[src/rtl/debug_dump_unit.sv]
// debug_dump_unit: UART-driven run/halt/step controller that snapshots PC, instruction and register file and streams them as a framed byte dump.
// Optional DEBUG_CYCLE_COUNT_EN appends a saturating 32-bit enabled-cycle counter to every frame and adds the 'z' clear command.
module debug_dump_unit #(
  parameter int NUM_REGS = 32,
  parameter int DATA_W = 32,
  parameter logic [7:0] HDR_BYTE = 8'hA5
) (
  input  logic                         clk,
  input  logic                         resetN,
  input  logic [7:0]                   rxData,
  input  logic                         rxValid,
  output logic [7:0]                   txData,
  output logic                         txValid,
  input  logic                         txReady,
  input  logic [NUM_REGS*DATA_W-1:0]   regFlat,
  input  logic [DATA_W-1:0]            pc,
  input  logic [31:0]                  instr,
  output logic                         enable,
  output logic                         halted,
  output logic                         busy,
  output logic [7:0]                   cmdEcho
);
  localparam int DB = DATA_W / 8;
`ifdef DEBUG_CYCLE_COUNT_EN
  localparam int CB = 4;
`else
  localparam int CB = 0;
`endif
  localparam int NB = 1 + DB + 4 + NUM_REGS * DB + CB;
  localparam int FW = NB * 8;
  localparam int IW = $clog2(NB + 1);
  typedef enum logic [2:0] {S_HALT, S_RUN, S_STEP, S_CAP, S_SEND} state_t;
  state_t state, state_nx;
  logic [IW-1:0] idx, idx_nx;
  logic [FW-1:0] snap, frame;
  logic cmd_ok, known, acc, last;
  assign cmd_ok = rxValid && (state == S_HALT || state == S_RUN);
  assign txValid = state == S_SEND;
  assign txData = txValid ? snap[FW-1 -: 8] : 8'h00;
  assign acc = txValid && txReady;
  assign last = idx == IW'(NB - 1);
  assign enable = state == S_RUN || state == S_STEP;
  assign halted = state == S_HALT;
  assign busy = state == S_CAP || state == S_SEND;
`ifdef DEBUG_CYCLE_COUNT_EN
  logic [31:0] cyc_cnt;
  logic clr;
  assign clr = cmd_ok && state == S_HALT && rxData == 8'h7A;
  assign known = rxData inside {8'h63, 8'h68, 8'h73, 8'h64} || clr;
  always_ff @(posedge clk or negedge resetN)
    if (!resetN) cyc_cnt <= '0;
    else if (clr) cyc_cnt <= '0;
    else if (enable && cyc_cnt != '1) cyc_cnt <= cyc_cnt + 32'd1;
`else
  assign known = rxData inside {8'h63, 8'h68, 8'h73, 8'h64};
`endif
  always_comb begin
    frame = '0;
    frame[FW-1 -: 8] = HDR_BYTE;
    frame[FW-9 -: DATA_W] = pc;
    frame[FW-9-DATA_W -: 32] = instr;
    for (int i = 0; i < NUM_REGS; i++)
      frame[CB*8 + (NUM_REGS-1-i)*DATA_W +: DATA_W] = regFlat[i*DATA_W +: DATA_W];
`ifdef DEBUG_CYCLE_COUNT_EN
    frame[31:0] = cyc_cnt;
`endif
  end
  always_comb begin
    state_nx = state;
    idx_nx = idx;
    case (state)
      S_HALT, S_RUN:
        if (cmd_ok)
          state_nx = rxData == 8'h63 ? S_RUN :
                     rxData == 8'h68 ? S_HALT :
                     rxData == 8'h73 ? S_STEP :
                     rxData == 8'h64 ? S_CAP : state;
      S_STEP: state_nx = S_CAP;
      S_CAP: begin
        state_nx = S_SEND;
        idx_nx = '0;
      end
      S_SEND:
        if (acc) begin
          idx_nx = idx + 1'b1;
          state_nx = last ? S_HALT : S_SEND;
        end
      default: state_nx = S_HALT;
    endcase
  end
  always_ff @(posedge clk or negedge resetN)
    if (!resetN) begin
      state <= S_HALT;
      idx <= '0;
      cmdEcho <= 8'h00;
    end else begin
      state <= state_nx;
      idx <= idx_nx;
      cmdEcho <= cmd_ok && known ? rxData : cmdEcho;
    end
  // The snapshot is a shift register: the head byte is always the one on the wire.
  always_ff @(posedge clk)
    if (state == S_CAP) snap <= frame;
    else if (acc) snap <= snap << 8;
endmodule

[config.mk]
export PLATFORM = sky130hd
export DESIGN_NAME = debug_dump_unit
export DESIGN_NICKNAME = d
export VERILOG_FILES = /design/src/rtl/debug_dump_unit.sv
export SDC_FILE = /design/constraint.sdc
export NUM_CORES = 2
export LEC_CHECK = 0
export ABC_CLOCK_PERIOD_IN_PS = 33200
export BUFFER_PORTS_ARGS = -buffer_cell sky130_fd_sc_hd__buf_2
export CORE_AREA = 3 3 440 442
export DETAILED_ROUTE_END_ITERATION = 7
export DIE_AREA = 0 0 443 445
export PLACE_DENSITY = 0.51
export SLEW_MARGIN = 20
export SYNTH_ARGS = -nofsm -noshare
export SYNTH_HDL_FRONTEND = slang
export SYNTH_SLANG_ARGS = --single-unit
[constraint.sdc]
create_clock -name clk -period 33.2 [get_ports clk]
set_input_delay 4.98 -clock clk [delete_from_list [all_inputs] [get_ports clk]]
set_output_delay 4.98 -clock clk [all_outputs]
set_load 0.05 [all_outputs]
* After elaboration in Yosys (flattened, before gate mapping)
Cells that the tools add are included.
Word-level totals: input port bits 1100, word-level logic and storage cells 44, bits in registers 1115
Cells by class: reduce and logical (&&, ||, !) cells 13, equal/unequal tests 12, add/sub/neg operators 1, multiplexer cells 13
Operators by type and width (count):
- two-way mux 1088 bit | 2
- equality test 8 x 7 -> 1 bit (second input constant) | 4
- two-way mux 3 bit | 7
- two-way mux 8 bit | 2
- one-hot mux 8 bit (2 select lines) | 1
- one-hot mux 3 bit (4 select lines) | 1
- adder 8 x 1 -> 8 bit (second input constant) | 1
- equality test 8 bit (second input constant) | 1
- equality test 3 x 2 -> 1 bit (second input constant) | 2
- inequality test 5 bit (second input constant) | 1
- nonzero test 2 bit | 2
- nonzero test 4 bit | 1
- equality test 3 x 1 -> 1 bit (second input constant) | 1
- equality test 3 bit (second input constant) | 1
- logical AND 1 bit | 3
- logical NOT 3 bit | 1
- logical OR 1 bit | 3
- AND reduction 3 bit | 1
- inequality test 2 x 1 -> 1 bit (second input constant) | 1
- inequality test 2 bit (second input constant) | 1
- AND reduction 2 bit | 1
- OR reduction 2 bit | 1

* Depth between registers and ports, before layout
depth in word-level cells 7, gate-level depth with buffers 9

* Least setup slack after synthesis
Ideal clock, no wire load.
path kind input to register, from input txReady, to register snap[0], enable pin, stages on the path 3, setup time 7.490 ns, data arrival time 22.896 ns, data required time 25.710 ns, path buffers 1, setup slack 2.815 ns, cell sequence nand4bb_1 > clkbuf_1 > nand2_1
On the way: longest elaborated chain between the ends 2
RTL lines:
- start: declaration | line 14 | input logic txReady,
- logical AND 1 bit | line 40 | assign acc = txValid && txReady;
- nonzero test 2 bit (no line)
- end signal: assignment | line 103 | if (state == S_CAP) snap <= frame;
- end signal: assignment | line 104 | else if (acc) snap <= snap << 8;
- end: declaration | line 35 | logic [FW-1:0] snap, frame;
No other way between the ends. A chain may end at the register's enable or synchronous reset.

* Final worst setup path
from input txReady, to register snap[362], enable pin
The elaborated chain is that of the path after synthesis.

==> key figures <==
Timing
  • Fraction of the cycle the final worst path needs: 0.3423
  • Setup TNS: 0 ps
  • Final Max Tran Viols: 0
  • Clock skew: 30.66 ps
  • Worst slew margin: 0.1340
  • Unrepaired setup endpoints after global routing: false
  • Tmin final: 11,360 ps
  • Final Hold Vio Count: 0
  • Fmax achieved: 88.00 MHz
  • Measured slew at the worst slew-check pin: 1299 ps
  • # setup viols final: 0

Detailed routing
  • Routed Wire Length: 158.9 mm
  • Met1 WL: 61.30 mm
  • Metal2 WL: 80.91 mm
  • Antenna Nets Post-Route: 0
  • DR top layer: met5
  • WL met3: 10.59 mm
  • DR pass1 iterations: 6
  • Drt initial violations: 2,767
  • Drt drc: 0
  • Via/cell ratio: 4.248
  • Via count: 35.91k
  • WL per Instance: 18.80 um

Yosys
  • Unique masters post-synth: 42
  • Synthesized area: 0.04732 sq mm
  • #FFs+latches synth: 1,115
  • Post-synth top cells: nand2_1 (3,262), edfxtp_1 (1,088), buf_2 (135)
  • Ys Warns: 0
  • Cells after Synth: 4,717
  • Async set-reset flop share out of synthesis: 0.01704
  • Net Count, Synth: 5,819
  • Post-synthesis sequential area ratio: 0.7039
  • EDFF count, synth: 1,088
  • Yosys top cell area share: 0.6904
  • Largest cells by area after synthesis: edfxtp_1 (69%), nand2_1 (26%), buf_2 (1.4%)
  • Syn Area/Cell: 10.03 sq um
  • Cell taking the most area after synthesis: edfxtp_1
  • Synth Flop Type: edfxtp_1
  • Count leader, synth: nand2_1

Placed design
  • Hpwl dp: 115.1 mm
  • Final RePlAce weighted congestion: 0.8836
  • Cell Count Post-Placement: 8,135
  • Area after DPL: 0.05527 sq mm
  • # port buffers: 1,119

Clock network
  • Post-cts gate resize count: 0
  • CTS tree: built
  • CTS HTree Levels: 4
  • CTS Sinks: 1,115
  • Clk pin slew, worst setup/hold paths: 50 ps
  • Hold_buf cts: 0
  • Clock Latency Late Sink: 760 ps
  • Clk root buf: clkbuf_16
  • Post-CTS Setup Inserts: 0
  • CTS max path bufs: 3
  • Num CTS Buffers: 134

Layout
  • Layout area overhead: 26.03%
  • Design Area, Final: 0.05963 sq mm
  • Final #Nets: 6,862
  • Filler cells: 20.01k
  • Layout cell share with drive strength beyond 1: 0.2300
  • Cell Count, Final, Fillers Out: 8,453

Global route
  • GRT Total Usage: 0.1542
  • Vias in the first global route: 35.45k
  • Largest net degree at the start of global routing: 222
  • First-pass GRT wire length: 226.0 mm
  • GR Overflow Total: 0
  • Initial antenna violation count: 132

Power and ir drop
  • Peak supply drop: 0.03122 mV
  • Final Power: 3.154 mW
  • Power per Cell Area: 52.88 mW/mm^2
  • Pleak: 24.82 nW

Die
  • Core Area: 0.1900 sq mm
  • Die height: 445 um
  • Starting Density: 0.2491
  • Site Rows: 160
  • Io pins: 1,120
  • Die area: 0.1971 sq mm
  • DIE WIDTH: 443 um

Outcome
  • Status: completed

Worst setup path
  • Reg2reg path depth: 9
  • CP required: 33,570 ps
  • Reg-to-reg slack, setup: 25,300 ps
  • CP max FO: 170
  • Worst Setup SP: txReady
  • Crit-path cells: buf_2, nand4bb_1, nand2_4, buf_4, buf_4, buf_4, buf_12, buf_4, buf_4
  • Worst Setup Start Kind: primary input
  • CP max stage cell: buf_4
  • Most used cell, CP: buf_4
  • Critical path arrival: 11,730 ps
  • Crit path kind: in -> reg
  • Crit path capture: snap[362]
  • Delay-heaviest family, CP: buffers and inverters
  • Reg2reg end: snap[362]
  • Stages on worst setup path: 9
  • Crit Reg-Reg Startpoint: state[1]
  • CP bufs+invs: 7
  • CP Capture Type: flip-flop
  • Crit-path max cell delay: 940 ps

Hold path
  • HP Class: reg -> reg
  • Hold Path Depth: 2

Job
  • Max-cap violations: 0
## logic make-up after synthesis
family	after synthesis	share of synthesized area
XOR/XNOR	8	0.001481
AO/OA/AOI/OAI	15	0.002010
buffers and inverters	251	0.02411
multiplexers	5	0.001190
AND/OR/NAND/NOR	3321	0.2668
adder cells (fa/ha/maj)	2	0.0005288
flip-flops	1115	0.7039
## stage by stage
| stage | setup slack [ps] | hold WS (ps) | utilization |
|---|---|---|---|
| after floorplan | 2815 | 430.6 | - |
| after global placement | 21050 | 453.3 | 0.2909 |
| after detailed placement | 21030 | 454.6 | 0.2909 |
| after CTS | 21900 | 462.0 | 0.3128 |
| after global routing | 21370 | 483.2 | 0.3136 |
| final | 21840 | 465.2 | 0.3139 |
## area by class of cell
cell class	instances	area [sq um]	share of cell area
clock buffers	170	3550	0.05952
inverters	3	11.26	0.0001888
well taps	2511	3142	0.05268
diodes	81	202.7	0.003399
clock inverters	67	608.1	0.01020
multi-input cells	3351	12880	0.2160
flip-flops and latches	1115	33310	0.5585
repair buffers	1155	5933	0.09949
## registers in the layout, summed over array words and instances, names as in the netlist
| register | cells |
|---|---|
| cmdEcho | 8 |
| state | 3 |
| snap | 1096 |
| idx | 8 |
## tightest hold or removal path: stages, from the launching register on
cell	delay, ps
dfxtp_1	310
nand2_1	50
a21oi_1	60
## layer usage
layer | GRT usage | up-vias
met5 | 0 | -
met4 | 0.07780 | 52
met3 | 0.04286 | 315
met2 | 0.2627 | 1118
met1 | 0.1773 | 17014
li1 | - | 17413
## how the worst min path moves through the flow
stage                          start          to  slack, ps
after floorplan           snap[1088]  snap[1088]        430
after global placement    snap[1089]  snap[1089]        450
after detailed placement  snap[1089]  snap[1089]        450
after CTS                 snap[1089]  snap[1089]        460
after global routing      snap[1089]  snap[1089]        480
final                     snap[1089]  snap[1089]        470
## report_power, final
part / leakage (nW) / internal [mW] / switching, mW
logic: 13.9 / 0.0637 / 0.0870
clock network: 2.01 / 0.801 / 0.607
registers: 8.91 / 1.58 / 0.0133
total: 24.8 / 2.45 / 0.708
## layout by cell type, fill, tap and decap left out, types with 14 or more instances in the layout
cell	instances
buf_4	31
and2_1	17
clkbuf_16	135
nand2_1	3261
clkinv_2	14
diode_2	81
buf_2	1119
clkbuf_1	31
dfrtp_1	19
edfxtp_1	1088
clkinv_1	28
Note: power is estimated with default switching activity, not from simulation.
